**src/rtl/plot_pkg.sv**
```systemverilog
// Shared types and constants for the plot receiver: FSM encoding,
// framebuffer geometry defaults and bus widths.
package plot_pkg;

  typedef enum logic [1:0] {
    IDLE  = 2'd0,
    DRAIN = 2'd1,
    CLEAR = 2'd2
  } state_t;

  localparam int FB_W_DEF = 160;
  localparam int FB_H_DEF = 120;
  localparam int FB_SIZE  = FB_W_DEF * FB_H_DEF;
  localparam int ADDR_W   = 15;
  localparam int COLOUR_W = 3;
  localparam int ENTRY_W  = ADDR_W + COLOUR_W;

  // Linear framebuffer address y*fb_w + x. For the default width this is
  // (y<<7)+(y<<5)+x; the constant multiply reduces to that shift-add.
  function automatic logic [ADDR_W-1:0] pixel_addr(input logic [7:0] px,
                                                   input logic [6:0] py,
                                                   input int fb_w);
    pixel_addr = ADDR_W'(int'(py) * fb_w + int'(px));
  endfunction

endpackage

```
**src/rtl/plot_fifo.sv**
```systemverilog
// Plot command FIFO. Power-of-two depth, registered head-of-queue output:
// rd_data always holds the oldest entry whenever the FIFO is non-empty.
// Callers must not push when full or pop when empty.
module plot_fifo #(
  parameter int DEPTH = 4,
  parameter int W     = 18
) (
  input  logic         clk,
  input  logic         reset,
  input  logic         push,
  input  logic [W-1:0] wr_data,
  input  logic         pop,
  output logic [W-1:0] rd_data,
  output logic         full,
  output logic         empty
);

  localparam int AW = (DEPTH > 1) ? $clog2(DEPTH) : 1;
  localparam int CW = AW + 1;

  logic [W-1:0]  r_mem [DEPTH];
  logic [AW-1:0] r_wr_ptr;
  logic [AW-1:0] r_rd_ptr;
  logic [CW-1:0] r_count;
  logic [W-1:0]  r_rd_data;
  logic [AW-1:0] w_rd_ptr_nxt;

  assign full         = (r_count == CW'(DEPTH));
  assign empty        = (r_count == '0);
  assign rd_data      = r_rd_data;
  assign w_rd_ptr_nxt = pop ? r_rd_ptr + AW'(1) : r_rd_ptr;

  // Storage array, written on push; no reset needed for the data itself.
  always_ff @(posedge clk) begin
    if (push) r_mem[r_wr_ptr] <= wr_data;
  end

  // Pointers, occupancy and the registered head entry. When a push lands
  // in the slot that becomes the head, forward the incoming data.
  always_ff @(posedge clk) begin
    if (reset) begin
      r_wr_ptr  <= '0;
      r_rd_ptr  <= '0;
      r_count   <= '0;
      r_rd_data <= '0;
    end else begin
      if (push) r_wr_ptr <= r_wr_ptr + AW'(1);
      r_rd_ptr <= w_rd_ptr_nxt;
      case ({push, pop})
        2'b10:   r_count <= r_count + CW'(1);
        2'b01:   r_count <= r_count - CW'(1);
        default: r_count <= r_count;
      endcase
      if (push && (r_wr_ptr == w_rd_ptr_nxt)) r_rd_data <= wr_data;
      else                                    r_rd_data <= r_mem[w_rd_ptr_nxt];
    end
  end

endmodule

```
**src/rtl/plot_receiver.sv**
```systemverilog
// Plot receiver: queues pixel plot commands, drains them to a framebuffer
// port, and sweeps the whole framebuffer on a clear request. The memory
// port is shared: scan-out read > clear sweep > FIFO pop.
// Optional build macro PLOT_CLIP_EN: drop (and count) off-screen plots.
//
// state | meaning
// IDLE  | nothing in flight; waits for queued plots or a pending clear
// DRAIN | FIFO holds plots being written out
// CLEAR | sweeping every framebuffer address with the latched colour
module plot_receiver
  import plot_pkg::*;
#(
  parameter int DEPTH = 4,
  parameter int FB_W  = FB_W_DEF,
  parameter int FB_H  = FB_H_DEF
) (
  input  logic                clk,
  input  logic                reset,
  input  logic                plot,
  input  logic [7:0]          x,
  input  logic [6:0]          y,
  input  logic [COLOUR_W-1:0] colour,
  output logic                ready,
  input  logic                clear,
  input  logic [COLOUR_W-1:0] clear_colour,
  output logic                clear_done,
  input  logic                rd_req,
  input  logic [ADDR_W-1:0]   rd_addr,
  output logic [ADDR_W-1:0]   mem_addr,
  output logic [COLOUR_W-1:0] mem_data,
  output logic                mem_we,
  output logic [7:0]          drop_count
);

  localparam logic [ADDR_W-1:0] SWEEP_LAST = ADDR_W'(FB_W * FB_H - 1);

  state_t              r_state;
  state_t              w_state_nxt;
  logic                r_pend;
  logic [ADDR_W-1:0]   r_sweep;
  logic [COLOUR_W-1:0] r_clr_col;
  logic                r_last_q;
  logic                r_done;
  logic                w_full;
  logic                w_empty;
  logic                w_accept;
  logic                w_push;
  logic                w_pop;
  logic                w_sweep;
  logic                w_sweep_last;
  logic                w_clear_acc;
  logic [ENTRY_W-1:0]  w_head;

  assign ready       = !w_full && (r_state != CLEAR);
  assign w_accept    = plot && ready;
  assign w_clear_acc = clear && !r_pend && (r_state != CLEAR);
  assign clear_done  = r_done;

`ifdef PLOT_CLIP_EN
  logic       w_clip;
  logic [7:0] r_drop;

  assign w_clip     = (int'(x) >= FB_W) || (int'(y) >= FB_H);
  assign w_push     = w_accept && !w_clip;
  assign drop_count = r_drop;

  // Saturating count of accepted-but-clipped plots.
  always_ff @(posedge clk) begin
    if (reset)                                     r_drop <= '0;
    else if (w_accept && w_clip && r_drop != 8'hFF) r_drop <= r_drop + 8'd1;
  end
`else
  assign w_push     = w_accept;
  assign drop_count = '0;
`endif

  plot_fifo #(.DEPTH(DEPTH), .W(ENTRY_W)) u_fifo (
    .clk     (clk),
    .reset   (reset),
    .push    (w_push),
    .wr_data ({pixel_addr(x, y, FB_W), colour}),
    .pop     (w_pop),
    .rd_data (w_head),
    .full    (w_full),
    .empty   (w_empty)
  );

  // State register.
  always_ff @(posedge clk) begin
    if (reset) r_state <= IDLE;
    else       r_state <= w_state_nxt;
  end

  // Port arbitration and next-state. Pops are allowed in IDLE as well so a
  // plot reaches memory without waiting for the IDLE->DRAIN step.
  always_comb begin
    w_state_nxt  = r_state;
    w_sweep      = 1'b0;
    w_pop        = 1'b0;
    if (!rd_req) begin
      if (r_state == CLEAR) w_sweep = 1'b1;
      else if (!w_empty)    w_pop   = 1'b1;
    end
    w_sweep_last = w_sweep && (r_sweep == SWEEP_LAST);
    case (r_state)
      IDLE: begin
        if (r_pend && w_empty) w_state_nxt = CLEAR;
        else if (!w_empty)     w_state_nxt = DRAIN;
      end
      DRAIN:   if (w_empty)      w_state_nxt = IDLE;
      CLEAR:   if (w_sweep_last) w_state_nxt = IDLE;
      default: w_state_nxt = IDLE;
    endcase
  end

  // Clear request latch, sweep counter and the delayed completion pulse.
  always_ff @(posedge clk) begin
    if (reset) begin
      r_pend    <= 1'b0;
      r_sweep   <= '0;
      r_clr_col <= '0;
      r_last_q  <= 1'b0;
      r_done    <= 1'b0;
    end else begin
      if (w_clear_acc) begin
        r_pend    <= 1'b1;
        r_clr_col <= clear_colour;
      end else if (w_state_nxt == CLEAR && r_state == IDLE) begin
        r_pend <= 1'b0;
      end
      if (w_sweep) r_sweep <= w_sweep_last ? '0 : r_sweep + ADDR_W'(1);
      r_last_q <= w_sweep_last;
      r_done   <= r_last_q;
    end
  end

  // Registered memory port; address and data hold when nothing is granted.
  always_ff @(posedge clk) begin
    if (reset) begin
      mem_we   <= 1'b0;
      mem_addr <= '0;
      mem_data <= '0;
    end else begin
      mem_we <= w_sweep || w_pop;
      if (rd_req) begin
        mem_addr <= rd_addr;
      end else if (w_sweep) begin
        mem_addr <= r_sweep;
        mem_data <= r_clr_col;
      end else if (w_pop) begin
        mem_addr <= w_head[ENTRY_W-1:COLOUR_W];
        mem_data <= w_head[COLOUR_W-1:0];
      end
    end
  end

endmodule

```
**config.mk**
```make
export PLATFORM = sky130hd
export DESIGN_NAME = plot_receiver
export DESIGN_NICKNAME = d
export VERILOG_FILES = /design/src/rtl/plot_pkg.sv /design/src/rtl/plot_fifo.sv /design/src/rtl/plot_receiver.sv
export SDC_FILE = /design/constraint.sdc
export NUM_CORES = 1
export LEC_CHECK = 0
export CAP_MARGIN = 20
export CORE_UTILIZATION = 47
export DETAILED_ROUTE_END_ITERATION = 7
export GPL_TIMING_DRIVEN = 0
export PLACE_DENSITY = 0.68
export SYNTH_ARGS = -nofsm -noshare
export SYNTH_HDL_FRONTEND = slang
export SYNTH_HIERARCHICAL = 1
export SYNTH_SLANG_ARGS = --single-unit
```
**constraint.sdc**
```tcl
create_clock -name clk -period 7.25 [get_ports clk]
set_input_delay 1.8125 -clock clk [delete_from_list [all_inputs] [get_ports clk]]
set_output_delay 1.8125 -clock clk [all_outputs]
set_load 0.01 [all_outputs]
```
==> metrics <==
CTS root buf=clkbuf_16; Overflow after GRT=0; Netlist cell types=61; final net count=694; minimum clock period=4.59 ns; clk_lat worst skew=0.41 ns; Hold Slack=0.450 ns; Placer Congestion=0.833; Min-Delay Endpoint=mem_addr[10]$_SDFFE_PP0P_; I/O pins=70; Post-Layout Cell Count=819; DR WL met3=590 um; Critical Path End Type=register; DR pass1 iterations=5; Die Ht=121 um; setup ws final=2.66 ns; WL met2=6580 um; Slew Limit Headroom=30.4%; R2R Path Start=u_fifo/r_count[2]$_SDFFE_PP0P_; clock skew=0.00664 ns; Reg clk slew, reported paths=0.05 ns; post-synth top area cell=edfxtp_1; commonest non-fill, non-tap cell in the layout=edfxtp_1; core area=13500 um^2; Post-synth top flop=edfxtp_1; Hold Violations, Final=0; Least-Margin Pin Slew=1.04 ns; Min-Delay Path Class=reg -> reg; top routing layer used=met4; DRC=0; endpoints failing setup=0; Mean Syn Cell Area=12.1 um^2; Die W=121 um; Clock Tree Buf Depth=2; Leak=3.05 nW; TritonCTS clock tree=yes; CP max FO=5; Tot GR Track Use=20.4%; initial antenna violation count=0; WL/cell=16.7 um; IO buf count=60; post-layout util=59.4%; Setup Buffers After CTS=0; Worst EP required=7.60 ns; Setup TNS=0 ns; Die Footprint=14600 um^2; register area share after synthesis=53.0%; share of cells above drive strength 1=17.3%; synth top area cells=edfxtp_1 (33%), dfxtp_1 (20%), mux2i_1 (6.1%); reg-to-reg critical path endpoint=u_fifo/rd_data[16]$_SDFF_PP0_; Routed WL=13600 um; total CTS buffers=17; pwr dens=383 nW/um^2; Vias/cell=5.37; CP startpoint kind=input pin; Slew Limit Fails=0; Async SR Flop Fraction=0%; status=completed; placed cells=788; CTS H-tree lvls=4; Row Count=42; Syn-to-layout area delta=21.3%; VDD IR max=0.185 mV; first-pass GRT wire length=22500 um; post-CTS sizing=0; wl on met1=6200 um; Final period util=63.2%; Mapped Cells=545; Yosys warnings=6; Crit Path Class=in -> reg; Worst Min Path Start=mem_addr[10]$_SDFFE_PP0P_; vias=4402; hpwl dp=9580 um; Placed Area=7460 um^2; largest net degree at the start of global routing=19; commonest non-fill, non-tap cells in the layout=edfxtp_1 (72), dfxtp_1 (67), clkdlybuf4s50_1 (60); EDFF count, synth=72; Hold Path Depth=2; #FFs+latches synth=139; R2R setup slack=4.15 ns; Max-cap violations=0; Antenna Nets Post-Route=0; dpl ws=2.17 ns; Max Clk Rate=218 MHz; RSZ-0062 raised after global routing=false; PnR Total Power=3.07 mW; Clock Sinks=139; Critical Path AT=4.93 ns; CTS Hold Bufs=0; Initial Util=49.0%; post-synth top area share=32.7%; Post-Syn Area=6620 um^2; DRT iter0 DRCs=321; vias in the first global route=4461; design area=8030 um^2; antenna cells=0; reg2reg path depth=8
-- area by class of cell --
type / instances / area, um^2
fillers: 1104 / 5480
flip-flops and latches: 139 / 3500
multi-input cells: 368 / 2860
repair buffers: 60 / 601
clock buffers: 19 / 433
plain buffers: 34 / 243
well taps: 176 / 220
clock inverters: 12 / 130
inverters: 11 / 41.3
-- kinds of logic after synthesis --
| group | share of synthesized area [%] |
|---|---|
| AND/OR/NAND/NOR | 12.7 |
| XOR/XNOR | 3.65 |
| multiplexers | 11.7 |
| other | 0.0567 |
| buffers and inverters | 4.29 |
| AO/OA/AOI/OAI | 10.2 |
| adder cells (fa/ha/maj) | 4.50 |
| flip-flops | 53.0 |
-- worst max path at each step --
stage          from                             to  slack [ns]  cells after the start
6_report       y[1]  u_fifo/rd_data[17]$_SDFF_PP0_        2.66                     10
5_1_grt        y[1]  u_fifo/rd_data[17]$_SDFF_PP0_        2.41                     10
4_1_cts        y[1]  u_fifo/rd_data[17]$_SDFF_PP0_        2.60                     10
3_5_place_dp   y[1]  u_fifo/rd_data[17]$_SDFF_PP0_        2.17                     10
3_3_place_gp   y[1]  u_fifo/rd_data[17]$_SDFF_PP0_        2.21                     10
2_1_floorplan  y[1]  u_fifo/rd_data[17]$_SDFF_PP0_        3.02                      9
-- Yosys cell counts (5+ instances only) --
cell / n
mux2i_1: 40
xor2_1: 9
xnor2_1: 11
nor2_1: 31
mux2_2: 33
inv_1: 11
nand2b_1: 16
o21ai_2: 18
o211ai_1: 15
nor3_1: 9
dfxtp_1: 67
clkbuf_1: 13
and2_1: 7
ha_1: 19
edfxtp_1: 72
nand3_1: 5
a21oi_1: 27
buf_4: 10
nand4b_1: 19
nand2_1: 31
o21ai_0: 10
-- critical path, cell delays in order --
cell             delay [ns]
clkdlybuf4s50_1        0.46
ha_1                   0.32
ha_1                   0.24
fa_1                   0.43
xor2_1                 0.26
o21ai_0                0.12
or4_4                  0.45
o41ai_2                0.58
nand4b_1               0.18
o21ai_2                0.09
-- registers in the layout, summed over array words and instances, names as in the netlist --
name             count
mem_addr            15
u_fifo/r_rd_ptr      2
mem_data             3
r_state              2
r_clr_col            3
clear_done           1
r_last_q             1
mem_we               1
u_fifo/r_count       3
u_fifo/r_wr_ptr      2
u_fifo/rd_data      18
u_fifo/r_mem        72
r_pend               1
r_sweep             15
-- layer usage --
layer / global-route usage [%] / up-vias
met3: 4.29 / 20
met1: 25.4 / 2100
met5: 0 / -
met4: 9.95 / 0
met2: 33.8 / 111
li1: - / 2171
-- power breakdown --
group | internal (mW) | total, mW | switching [mW]
registers | 1.01 | 1.08 | 0.0681
clock network | 0.529 | 0.828 | 0.299
logic | 0.541 | 1.16 | 0.621
(Power assumes the default switching activity.)
